==> src/rtl/axi4_defs.sv <==
// AXI4 encodings and fixed read-channel attributes shared by the VDMA frame reader.
package axi4_defs;

    localparam logic [1:0] BURST_INCR    = 2'b01;
    localparam logic [1:0] RESP_OKAY     = 2'b00;
    localparam logic [3:0] CACHE_DEFAULT = 4'b0011;
    localparam logic [2:0] PROT_DEFAULT  = 3'b000;
    localparam logic [3:0] QOS_DEFAULT   = 4'b0000;

    typedef enum logic [1:0] {
        StIdle,
        StAr,
        StDrain
    } rd_state_e;

endpackage

==> src/rtl/vdma_fifo_sync.sv <==
// Synchronous FIFO with a registered output stage; count covers storage plus the output register.
module vdma_fifo_sync #(
    parameter int unsigned DATA_WIDTH = 32,
    parameter int unsigned PTR_WIDTH  = 6
) (
    input  logic                  aclk,
    input  logic                  areset,
    input  logic                  wr_en,
    input  logic [DATA_WIDTH-1:0] wr_data,
    input  logic                  rd_en,
    output logic [DATA_WIDTH-1:0] rd_data,
    output logic                  rd_valid,
    output logic [PTR_WIDTH+1:0]  count
);

    localparam int unsigned DEPTH = 1 << PTR_WIDTH;

    logic [DATA_WIDTH-1:0] mem [DEPTH];
    logic [PTR_WIDTH-1:0]  wr_ptr_q, rd_ptr_q;
    logic [PTR_WIDTH:0]    mem_cnt_q;
    logic [DATA_WIDTH-1:0] out_data_q;
    logic                  out_valid_q;
    logic                  pop, load;

    // Refill the output register whenever it is empty or being consumed.
    always_comb begin
        pop  = rd_en && out_valid_q;
        load = (mem_cnt_q != '0) && (!out_valid_q || pop);
    end

    always_ff @(posedge aclk) begin
        if (wr_en) mem[wr_ptr_q] <= wr_data;
    end

    always_ff @(posedge aclk or posedge areset) begin
        if (areset) begin
            wr_ptr_q    <= '0;
            rd_ptr_q    <= '0;
            mem_cnt_q   <= '0;
            out_data_q  <= '0;
            out_valid_q <= 1'b0;
        end else begin
            if (wr_en) wr_ptr_q <= wr_ptr_q + PTR_WIDTH'(1);
            if (load) begin
                out_data_q  <= mem[rd_ptr_q];
                out_valid_q <= 1'b1;
                rd_ptr_q    <= rd_ptr_q + PTR_WIDTH'(1);
            end else if (pop) begin
                out_valid_q <= 1'b0;
            end
            mem_cnt_q <= mem_cnt_q + (PTR_WIDTH+1)'(wr_en) - (PTR_WIDTH+1)'(load);
        end
    end

    assign rd_data  = out_data_q;
    assign rd_valid = out_valid_q;
    assign count    = (PTR_WIDTH+2)'(mem_cnt_q) + (PTR_WIDTH+2)'(out_valid_q);

endmodule

==> src/rtl/vdma_axi4_frame_reader.sv <==
// AXI4 read master fetching a 2-D frame into a credit-limited FIFO and replaying it as AXI4-Stream video.
module vdma_axi4_frame_reader
    import axi4_defs::*;
#(
    parameter int unsigned             AXI_ID_WIDTH   = 4,
    parameter logic [AXI_ID_WIDTH-1:0] AXI_ID         = '0,
    parameter int unsigned             AXI_ADDR_WIDTH = 32,
    parameter int unsigned             AXI_LEN_WIDTH  = 8,
    parameter int unsigned             AXI_DATA_SIZE  = 2,
    parameter int unsigned             AXI_DATA_WIDTH = (8 << AXI_DATA_SIZE),
    parameter int unsigned             MAX_BURST      = 16,
    parameter int unsigned             H_WIDTH        = 12,
    parameter int unsigned             V_WIDTH        = 12,
    parameter int unsigned             FIFO_PTR_WIDTH = 6
) (
    input  logic                      aclk,
    input  logic                      areset,
    input  logic                      ctl_enable,
    input  logic [AXI_ADDR_WIDTH-1:0] param_addr,
    input  logic [AXI_ADDR_WIDTH-1:0] param_stride,
    input  logic [H_WIDTH-1:0]        param_width,
    input  logic [V_WIDTH-1:0]        param_height,
    output logic                      status_busy,
    output logic                      status_rresp_err,
    output logic [AXI_ID_WIDTH-1:0]   m_axi4_arid,
    output logic [AXI_ADDR_WIDTH-1:0] m_axi4_araddr,
    output logic [AXI_LEN_WIDTH-1:0]  m_axi4_arlen,
    output logic [2:0]                m_axi4_arsize,
    output logic [1:0]                m_axi4_arburst,
    output logic                      m_axi4_arlock,
    output logic [3:0]                m_axi4_arcache,
    output logic [2:0]                m_axi4_arprot,
    output logic [3:0]                m_axi4_arqos,
    output logic                      m_axi4_arvalid,
    input  logic                      m_axi4_arready,
    input  logic [AXI_ID_WIDTH-1:0]   m_axi4_rid,
    input  logic [AXI_DATA_WIDTH-1:0] m_axi4_rdata,
    input  logic [1:0]                m_axi4_rresp,
    input  logic                      m_axi4_rlast,
    input  logic                      m_axi4_rvalid,
    output logic                      m_axi4_rready,
    output logic                      m_axis_tuser,
    output logic                      m_axis_tlast,
    output logic [AXI_DATA_WIDTH-1:0] m_axis_tdata,
    output logic                      m_axis_tvalid,
    input  logic                      m_axis_tready
);

    localparam int unsigned DEPTH = 1 << FIFO_PTR_WIDTH;
    localparam int unsigned CW0   = (H_WIDTH > 13) ? H_WIDTH : 13;
    localparam int unsigned CW    = ((CW0 > FIFO_PTR_WIDTH + 2) ? CW0 : FIFO_PTR_WIDTH + 2) + 1;

    rd_state_e                 state_q, state_d;
    logic [AXI_ADDR_WIDTH-1:0] line_base_q, line_base_d, addr_q, addr_d, stride_q, stride_d;
    logic [H_WIDTH-1:0]        width_q, width_d, h_left_q, h_left_d, h_q, h_d;
    logic [V_WIDTH-1:0]        height_q, height_d, v_left_q, v_left_d, v_q, v_d;
    logic [CW-1:0]             outstanding_q, outstanding_d;
    logic                      err_q, err_d;

    logic [CW-1:0]             to_4k, burst_len, credit_free;
    logic [FIFO_PTR_WIDTH+1:0] fifo_count;
    logic                      ar_fire, r_fire, pop, line_end, frame_end, unused_r;

    assign unused_r = ^{m_axi4_rid, m_axi4_rlast};

    vdma_fifo_sync #(
        .DATA_WIDTH(AXI_DATA_WIDTH),
        .PTR_WIDTH (FIFO_PTR_WIDTH)
    ) u_fifo (
        .aclk    (aclk),
        .areset  (areset),
        .wr_en   (r_fire),
        .wr_data (m_axi4_rdata),
        .rd_en   (m_axis_tready),
        .rd_data (m_axis_tdata),
        .rd_valid(m_axis_tvalid),
        .count   (fifo_count)
    );

    // Burst length only depends on registered state, so arvalid/araddr/arlen hold until accepted.
    always_comb begin
        to_4k     = (CW'(4096) - CW'(addr_q[11:0])) >> AXI_DATA_SIZE;
        burst_len = CW'(MAX_BURST);
        if (CW'(h_left_q) < burst_len) burst_len = CW'(h_left_q);
        if (to_4k < burst_len) burst_len = to_4k;
        // Credits cover both beats in flight and beats sitting in the FIFO.
        credit_free = CW'(DEPTH) - CW'(fifo_count) - outstanding_q;
    end

    assign status_busy      = (state_q != StIdle);
    assign status_rresp_err = err_q;
    assign m_axi4_arid      = AXI_ID;
    assign m_axi4_araddr    = addr_q;
    assign m_axi4_arlen     = AXI_LEN_WIDTH'(burst_len - CW'(1));
    assign m_axi4_arsize    = 3'(AXI_DATA_SIZE);
    assign m_axi4_arburst   = BURST_INCR;
    assign m_axi4_arlock    = 1'b0;
    assign m_axi4_arcache   = CACHE_DEFAULT;
    assign m_axi4_arprot    = PROT_DEFAULT;
    assign m_axi4_arqos     = QOS_DEFAULT;
    assign m_axi4_arvalid   = (state_q == StAr) && (credit_free >= burst_len);
    assign m_axi4_rready    = status_busy;
    assign m_axis_tuser     = m_axis_tvalid && (h_q == '0) && (v_q == '0);
    assign m_axis_tlast     = m_axis_tvalid && line_end;

    assign ar_fire   = m_axi4_arvalid && m_axi4_arready;
    assign r_fire    = m_axi4_rvalid && m_axi4_rready;
    assign pop       = m_axis_tvalid && m_axis_tready;
    assign line_end  = (h_q == width_q - H_WIDTH'(1));
    assign frame_end = pop && line_end && (v_q == height_q - V_WIDTH'(1));

    always_comb begin
        state_d       = state_q;
        line_base_d   = line_base_q;
        addr_d        = addr_q;
        stride_d      = stride_q;
        width_d       = width_q;
        height_d      = height_q;
        h_left_d      = h_left_q;
        v_left_d      = v_left_q;
        err_d         = err_q;
        h_d           = h_q;
        v_d           = v_q;
        outstanding_d = outstanding_q + (ar_fire ? burst_len : '0) - CW'(r_fire);

        if (r_fire && (m_axi4_rresp != RESP_OKAY)) err_d = 1'b1;

        if (pop) begin
            if (line_end) begin
                h_d = '0;
                v_d = frame_end ? '0 : v_q + V_WIDTH'(1);
            end else begin
                h_d = h_q + H_WIDTH'(1);
            end
        end

        unique case (state_q)
            StIdle: begin
                if (ctl_enable && (param_width != '0) && (param_height != '0)) begin
                    line_base_d = param_addr;
                    addr_d      = param_addr;
                    stride_d    = param_stride;
                    width_d     = param_width;
                    height_d    = param_height;
                    h_left_d    = param_width;
                    v_left_d    = param_height;
                    err_d       = 1'b0;
                    h_d         = '0;
                    v_d         = '0;
                    state_d     = StAr;
                end
            end
            StAr: begin
                if (ar_fire) begin
                    addr_d   = addr_q + (AXI_ADDR_WIDTH'(burst_len) << AXI_DATA_SIZE);
                    h_left_d = h_left_q - H_WIDTH'(burst_len);
                    if (CW'(h_left_q) == burst_len) begin
                        if (v_left_q == V_WIDTH'(1)) begin
                            state_d = StDrain;
                        end else begin
                            line_base_d = line_base_q + stride_q;
                            addr_d      = line_base_q + stride_q;
                            h_left_d    = width_q;
                            v_left_d    = v_left_q - V_WIDTH'(1);
                        end
                    end
                end
            end
            StDrain: begin
                if (frame_end) state_d = StIdle;
            end
            default: state_d = StIdle;
        endcase
    end

    always_ff @(posedge aclk or posedge areset) begin
        if (areset) begin
            state_q       <= StIdle;
            line_base_q   <= '0;
            addr_q        <= '0;
            stride_q      <= '0;
            width_q       <= '0;
            height_q      <= '0;
            h_left_q      <= '0;
            v_left_q      <= '0;
            outstanding_q <= '0;
            err_q         <= 1'b0;
            h_q           <= '0;
            v_q           <= '0;
        end else begin
            state_q       <= state_d;
            line_base_q   <= line_base_d;
            addr_q        <= addr_d;
            stride_q      <= stride_d;
            width_q       <= width_d;
            height_q      <= height_d;
            h_left_q      <= h_left_d;
            v_left_q      <= v_left_d;
            outstanding_q <= outstanding_d;
            err_q         <= err_d;
            h_q           <= h_d;
            v_q           <= v_d;
        end
    end

endmodule

==> config.mk <==
export PLATFORM = sky130hd
export DESIGN_NAME = vdma_axi4_frame_reader
export DESIGN_NICKNAME = d
export VERILOG_FILES = /design/src/rtl/axi4_defs.sv /design/src/rtl/vdma_fifo_sync.sv /design/src/rtl/vdma_axi4_frame_reader.sv
export SDC_FILE = /design/constraint.sdc
export NUM_CORES = 2
export LEC_CHECK = 0
export BUFFER_PORTS_ARGS = -buffer_cell sky130_fd_sc_hd__buf_2
export CORE_ASPECT_RATIO = 0.75
export CORE_MARGIN = 2
export CORE_UTILIZATION = 56
export DETAILED_ROUTE_END_ITERATION = 8
export PLACE_DENSITY = 0.75
export SLEW_MARGIN = 40
export SYNTH_ARGS = -nofsm -noshare
export SYNTH_HDL_FRONTEND = slang
export SYNTH_HIERARCHICAL = 1
export SYNTH_SLANG_ARGS = --single-unit
==> constraint.sdc <==
create_clock -name aclk -period 7.6 [get_ports aclk]
set_input_delay 1.52 -clock aclk [delete_from_list [all_inputs] [get_ports aclk]]
set_output_delay 1.52 -clock aclk [all_outputs]
set_load 0.02 [all_outputs]
== Yosys cells after proc, flatten, opt, wreduce, memory -nomap -nowiden ==
Memories as Yosys holds them, arrays and structs flattened. A register that Yosys moved wholly into a read port is not among the register bits.
Cells that the tools add are included.
Operators by class
  $add $sub $neg: 19
  multipliers: 0
  div/mod/pow operators: 0
  order comparisons: 3
  equal/unequal tests: 12
  shift-type cells: 0
  mux-type cells: 44
  bitwise logic cells: 0
  reductions and logical operators: 29
Operator list (count)
  two-way mux 12 bit: 20
  two-way mux 32 bit: 7
  case mux 32 bit (2 select lines): 2
  case mux 12 bit (2 select lines): 2
  == test 12 bit: 3
  subtractor 12 x 1 -> 12 bit, second input constant: 3
  adder 32 x 14 -> 32 bit: 1
  adder 32 bit: 1
  adder 12 x 1 -> 12 bit, second input constant: 2
  zero test 12 bit: 2
  nonzero test 12 bit: 2
  adder 14 bit: 1
  >= comparator 14 x 12 -> 1 bit: 1
  subtractor 13 x 12 -> 14 bit, first input constant: 1
  subtractor 14 x 1 -> 14 bit: 1
  subtractor 14 bit: 1
  logical AND 1 bit: 13
  adder 6 x 1 -> 6 bit, second input constant: 2
  == test 12 x 1 -> 1 bit, second input constant: 1
  less-than comparator 12 bit: 1
  less-than comparator 12 x 5 -> 1 bit, second input constant: 1
  subtractor 12 bit: 1
  two-way mux 2 bit: 5
  AND reduction 5 bit: 2
  other kinds (18): 31
Word-level totals
  flip-flop bits (word level): 205
  latch bits: 0
  RAM bits: 2048
  memory bits (read-only): 0
  input bits: 133
  output and inout bits: 100
  word-level logic and storage cells: 124
  memories kept: 1
Memories
  u_fifo.mem: words 64, width 32, read ports 1, clocked after Yosys merged registers in 1, write ports 1, RTL line vdma_fifo_sync.sv:18  | logic [DATA_WIDTH-1:0] mem [DEPTH];

== Depth between registers and ports, before layout ==
  depth in word-level cells: 10
  depth in mapped cells: 38
  gate-level depth less buffers: 36

== Hierarchy ==
The synthesis kept the hierarchy.
By module, submodules not included
  vdma_fifo_sync: times used 1, cells an instance 3569, area an instance 80563.5 µm², sequential area each 62800.2 µm²
  vdma_axi4_frame_reader: times used 1, cells an instance 1858, area an instance 14794.2 µm², sequential area each 4629.4 µm²

== Worst setup path before layout ==
Ideal clock, no wire load.
  path kind: register to register
  start point: register u_fifo.out_valid_q, in the netlist u_fifo/rd_valid
  end point: register outstanding_q[13]
  library setup time: 80 ps
  arrival: 7726 ps
  data required time: 7520 ps
  slack: -206 ps
  stages on the path, launching flop included: 36
  path buffers: 1
  clock period less this slack: 7806 ps
  path through: dfrtp_1 > ha_1 > ha_1 > inv_1 > ha_1 > or3b_2 > o31a_1 > or2_2 > ha_1 > o21ai_0 > nor2_1 > o2111ai_1 > a311o_1 > xnor2_1 > ha_1 > and3_1 > and3_1 > o21ai_0 > a311o_1 > a311oi_2 > clkbuf_1 > nand2_1 > ha_1 > inv_1 > ha_1 > a21o_1 > a21oi_1 > o21ai_0 > a21oi_1 > o21ai_0 > a21oi_1 > o21ai_0 > or4_1 > a41o_1 > a21oi_1 > xnor2_1
On the way
  longest elaborated chain between the ends: 9
RTL lines
  from (decl): RTL line vdma_fifo_sync.sv:22  | logic out_valid_q;
  from (signal assigned): RTL line vdma_fifo_sync.sv:41  | out_valid_q <= 1'b0;
  from (signal assigned): RTL line vdma_fifo_sync.sv:46  | out_valid_q <= 1'b1;
  from (signal assigned): RTL line vdma_fifo_sync.sv:49  | out_valid_q <= 1'b0;
  adder 7 x 1 -> 8 bit: RTL line vdma_fifo_sync.sv:57  | assign count = (PTR_WIDTH+2)'(mem_cnt_q) + (PTR_WIDTH+2)'(out_valid_q);
  via fifo_count[1]: RTL line vdma_axi4_frame_reader.sv:61  | logic [FIFO_PTR_WIDTH+1:0] fifo_count;
  subtractor 7 x 8 -> 9 bit: RTL line vdma_axi4_frame_reader.sv:87  | credit_free = CW'(DEPTH) - CW'(fifo_count) - outstanding_q;
  subtractor 14 bit: RTL line vdma_axi4_frame_reader.sv:87
  >= comparator 14 x 12 -> 1 bit: RTL line vdma_axi4_frame_reader.sv:101  | assign m_axi4_arvalid = (state_q == StAr) && (credit_free >= burst_len);
  logical AND 1 bit: RTL line vdma_axi4_frame_reader.sv:101
  logical AND 1 bit: RTL line vdma_axi4_frame_reader.sv:106  | assign ar_fire = m_axi4_arvalid && m_axi4_arready;
  two-way mux 12 bit: RTL line vdma_axi4_frame_reader.sv:124  | outstanding_d = outstanding_q + (ar_fire ? burst_len : '0) - CW'(r_fire);
  adder 14 bit: RTL line vdma_axi4_frame_reader.sv:124
  subtractor 14 x 1 -> 14 bit: RTL line vdma_axi4_frame_reader.sv:124
  via outstanding_d[13]: RTL line vdma_axi4_frame_reader.sv:57  | logic [CW-1:0] outstanding_q, outstanding_d;
  to (signal assigned): RTL line vdma_axi4_frame_reader.sv:199  | outstanding_q <= outstanding_d;
  to (decl): RTL line vdma_axi4_frame_reader.sv:57
The timed path passes the listed nets, and every way through them passes these cells.
A chain may end at the register's enable or synchronous reset.

== Final worst setup path ==
Ends and elaborated chain as after synthesis.

==> results.sh <==
export IMPL_status="finished, final reports clean"
export IMPL_timing_final_setup_violations=0
export IMPL_post_route_cells_drive_above_1_share_pct=23.0
export IMPL_max_slew_margin_pct=40.0
export IMPL_critical_path_class="reg -> reg"
export IMPL_global_route_usage_total_pct=28.9
export IMPL_total_standard_cell_area_after_synthesis_um2=95400
export IMPL_cellLeakagePower_uw=0.0365
export IMPL_seq_area_frac_synth_pct=70.7
export IMPL_startpoint_type="flop"
export IMPL_pwr_density_cell_nw_per_um2=398
export IMPL_dominantRegCellSynth="sky130_fd_sc_hd__edfxtp_1"
export IMPL_floorplan_die_area_um2=174000
export IMPL_postSynthAreaPerCell_um2=17.6
export IMPL_worstSetupEndpointType="flop"
export IMPL_worstReg2RegEnd="outstanding_q[13]"
export IMPL_total_count_of_max_transition_violations_in_the_final_report=0
export IMPL_die_h_um=361
export IMPL_syn_inst=5427
export IMPL_arrival_ns=8.10
export IMPL_async_sr_flop_fraction_pct=10.4
export IMPL_start_util_pct=56.2
export IMPL_cts_root_buffer="sky130_fd_sc_hd__clkbuf_16"
export IMPL_number_of_buffers_created_by_cts=202
export IMPL_final_min_period_over_clock_period_pct=97.2
export IMPL_grt_pass1_wl_mm=363
export IMPL_reg2reg_setup_slack_ns=0.21
export IMPL_routedWlPerCell_um=30.7
export IMPL_first_pass_iters=5
export IMPL_floorplan_core_area_um2=170000
export IMPL_fp_dieW_um=480
export IMPL_synth_cell_types=96
export IMPL_drt_iter0_drc=7859
export IMPL_hpwl_after_detailed_placement_mm=149
export IMPL_yosysWarnings=6
export IMPL_wirelength_mm=252
export IMPL_slowest_stage="sky130_fd_sc_hd__dfrtp_2"
export IMPL_min_from="stride_q[16]"
export IMPL_cts_tree="yes"
export IMPL_grt_start_max_net_pins=120
export IMPL_place_gp_congestion=0.924
export IMPL_holdCritPathClass="reg -> reg"
export IMPL_initial_antenna_violation_count=22
export IMPL_totalPowerFinal_uw=42600
export IMPL_most_common_library_cell_in_the_layout_ignoring_fill_and_taps="sky130_fd_sc_hd__edfxtp_1"
export IMPL_critical_path_max_stage_delay_ns=0.42
export IMPL_worst_path_most_repeated_cell="sky130_fd_sc_hd__ha_4"
export IMPL_tritoncts_num_sinks=2285
export IMPL_actual_transition_at_the_worst_max_transition_pin_ns=0.898
export IMPL_place_detailed_instances=7833
export IMPL_top_level_ports=233
export IMPL_max_clock_buf_depth=3
export IMPL_postSynthRegisterBits=2285
export IMPL_post_route_util_pct=63.2
export IMPL_max_cap_violations=0
export IMPL_clock_insertion_delay_worst_skew_ns=0.84
export IMPL_worstPathRequired_ns=8.31
export IMPL_buffer_ports_inserted=206
export IMPL_post_route_drc_count=0
export IMPL_critical_path_max_fanout=2
export IMPL_finalClockSkew_ns=0.0683
export IMPL_layout_min_cycle_time_ns=7.39
export IMPL_vias=54300
export IMPL_post_cts_clock_slew_at_the_launch_and_capture_registers_of_the_worst_setup_and_hold_paths_ns=0.06
export IMPL_synth_edff_count=2048
export IMPL_worstReg2RegStart="u_fifo/rd_valid"
export IMPL_hold_end="stride_q[16]"
export IMPL_grt_overflow_total=0
export IMPL_hold_depth=2
export IMPL_site_row_count=131
export IMPL_ctsHtreeMaxLevel=4
export IMPL_fin_cells=8228
export IMPL_startpoint_of_the_worst_setup_timing_path="u_fifo/rd_valid"
export IMPL_vias_in_the_first_global_route=52400
export IMPL_fin_nets=6061
export IMPL_fmaxAchievable_ghz=0.135
export IMPL_max_vdd_ir_drop_mv=0.323
export IMPL_layout_area_growth_over_synthesis_pct=12.4
export IMPL_ant_nets=0
export IMPL_worst_r2r_cell_count=36
export IMPL_avgViaCountPerCell=6.60
export IMPL_hold_viol_final=0
export IMPL_mostFrequentLayoutCells="sky130_fd_sc_hd__edfxtp_1, sky130_fd_sc_hd__mux4_2, sky130_fd_sc_hd__nand2_1"
## state kept, by name (all words and copies together), names as in the netlist
| signal | flops |
|---|---|
| v_left_q | 12 |
| status_rresp_err | 1 |
| width_q | 12 |
| u_fifo/wr_ptr_q | 6 |
| u_fifo/rd_valid | 1 |
| u_fifo/mem | 2048 |
| h_left_q | 12 |
| height_q | 12 |
| state_q | 2 |
| u_fifo/mem_cnt_q | 7 |
| outstanding_q | 14 |
| u_fifo/rd_ptr_q | 6 |
| line_base_q | 32 |
| u_fifo/rd_data | 32 |
| h_q | 12 |
| v_q | 12 |
| m_axi4_araddr | 32 |
| stride_q | 32 |
## area by class of cell
class	instances	area, um^2
sequential	2285	67400
fill	11400	62400
multi-input combinational	2762	26800
clock buffer	268	5530
timing repair buffer	419	3100
tap	2261	2830
clock inverter	101	1000
inverter	118	455
antenna	14	35.0
## critical path, delay by kind of cell, from the launching register on
| family | cells | cell delay, ns |
|---|---|---|
| flops | 1 | 0.42 |
| buf+inv | 4 | 0.44 |
| simple gates | 7 | 1.62 |
| fa+ha+maj | 7 | 1.62 |
| xor+xnor | 2 | 0.27 |
| compound gates | 16 | 2.95 |
## logic make-up after synthesis
kind of cell               share of synthesized area (%)
AOI/OAI and AO/OA                                   4.62
xor gates and xnor gates                            1.46
adders and majority gates                           1.94
buffers and inverters                               2.08
DFF                                                 70.7
muxes                                               14.3
other                                            0.00788
and+or+nand+nor                                     4.87
## cell usage after synthesis (21+ instances only)
master / n / area share [%]
sky130_fd_sc_hd__edfxtp_1: 2048 / 64
sky130_fd_sc_hd__mux4_2: 509 / 12
sky130_fd_sc_hd__nand2_1: 402 / 1.6
sky130_fd_sc_hd__nor2_1: 261 / 1.0
sky130_fd_sc_hd__dfrtp_1: 237 / 6.2
sky130_fd_sc_hd__mux2i_1: 209 / 2.2
sky130_fd_sc_hd__a21oi_1: 167 / 0.88
sky130_fd_sc_hd__o21ai_0: 143 / 0.75
sky130_fd_sc_hd__ha_1: 134 / 1.8
sky130_fd_sc_hd__inv_1: 114 / 0.45
sky130_fd_sc_hd__clkbuf_1: 112 / 0.44
sky130_fd_sc_hd__xnor2_1: 104 / 0.96
sky130_fd_sc_hd__nand3_1: 91 / 0.48
sky130_fd_sc_hd__buf_2: 73 / 0.38
sky130_fd_sc_hd__buf_4: 57 / 0.45
sky130_fd_sc_hd__o22ai_1: 56 / 0.37
sky130_fd_sc_hd__xor2_1: 53 / 0.49
sky130_fd_sc_hd__a31oi_1: 44 / 0.29
sky130_fd_sc_hd__nor3_1: 39 / 0.20
sky130_fd_sc_hd__a22oi_1: 37 / 0.29
sky130_fd_sc_hd__a211oi_1: 36 / 0.28
sky130_fd_sc_hd__nand2b_1: 31 / 0.20
sky130_fd_sc_hd__nor2b_1: 31 / 0.20
sky130_fd_sc_hd__buf_1: 28 / 0.11
sky130_fd_sc_hd__and3_1: 26 / 0.17
sky130_fd_sc_hd__or3_1: 24 / 0.16
sky130_fd_sc_hd__a21o_1: 22 / 0.17
sky130_fd_sc_hd__o21ai_1: 22 / 0.12
sky130_fd_sc_hd__nor4_1: 21 / 0.14
## per-stage QoR
stage                     TNS (ns)  setup slack [ns]  instance area [um^2]  hold WS (ns)
after floorplan                  0            0.0140                 95500         0.450
after detailed placement     -1.24            -0.430                100000         0.470
after global routing       -0.0357           -0.0357                107000         0.503
after global placement      -0.866            -0.312                 99800         0.467
after CTS                        0            0.0188                107000         0.489
final                            0             0.210                107000         0.481
## what timing repair did
item	4_1_cts	5_1_grt
pin swaps	23	31
setup buffers	3	6
gates resized for setup	27	30
hold buffers	0	0
gates cloned	0	0
endpoints found under the setup margin	5	5
## layer usage
| layer | share of wire (%) | GRT usage, % |
|---|---|---|
| met3 | 12 | 7.50 |
| met4 | 3.5 | 9.54 |
| met1 | 39 | 42.5 |
| met2 | 45 | 42.6 |
| met5 | 0.021 | 0 |
## power breakdown
| part | internal, uW | switching, uW | total, uW |
|---|---|---|---|
| registers | 14700 | 824 | 15500 |
| logic | 7280 | 9730 | 17000 |
| clock network | 5600 | 4530 | 10100 |
| total | 27500 | 15100 | 42600 |
## worst max-delay path by stage
stage	endpoint	slack, ns	cells past startpoint
final	outstanding_q[13]	0.21	36
after global routing	outstanding_q[13]	-0.04	36
after CTS	outstanding_q[13]	0.02	36
after detailed placement	outstanding_q[12]	-0.43	38
after global placement	outstanding_q[13]	-0.31	36
after floorplan	outstanding_q[13]	0.01	35
Power figures use the tool's default switching activity.
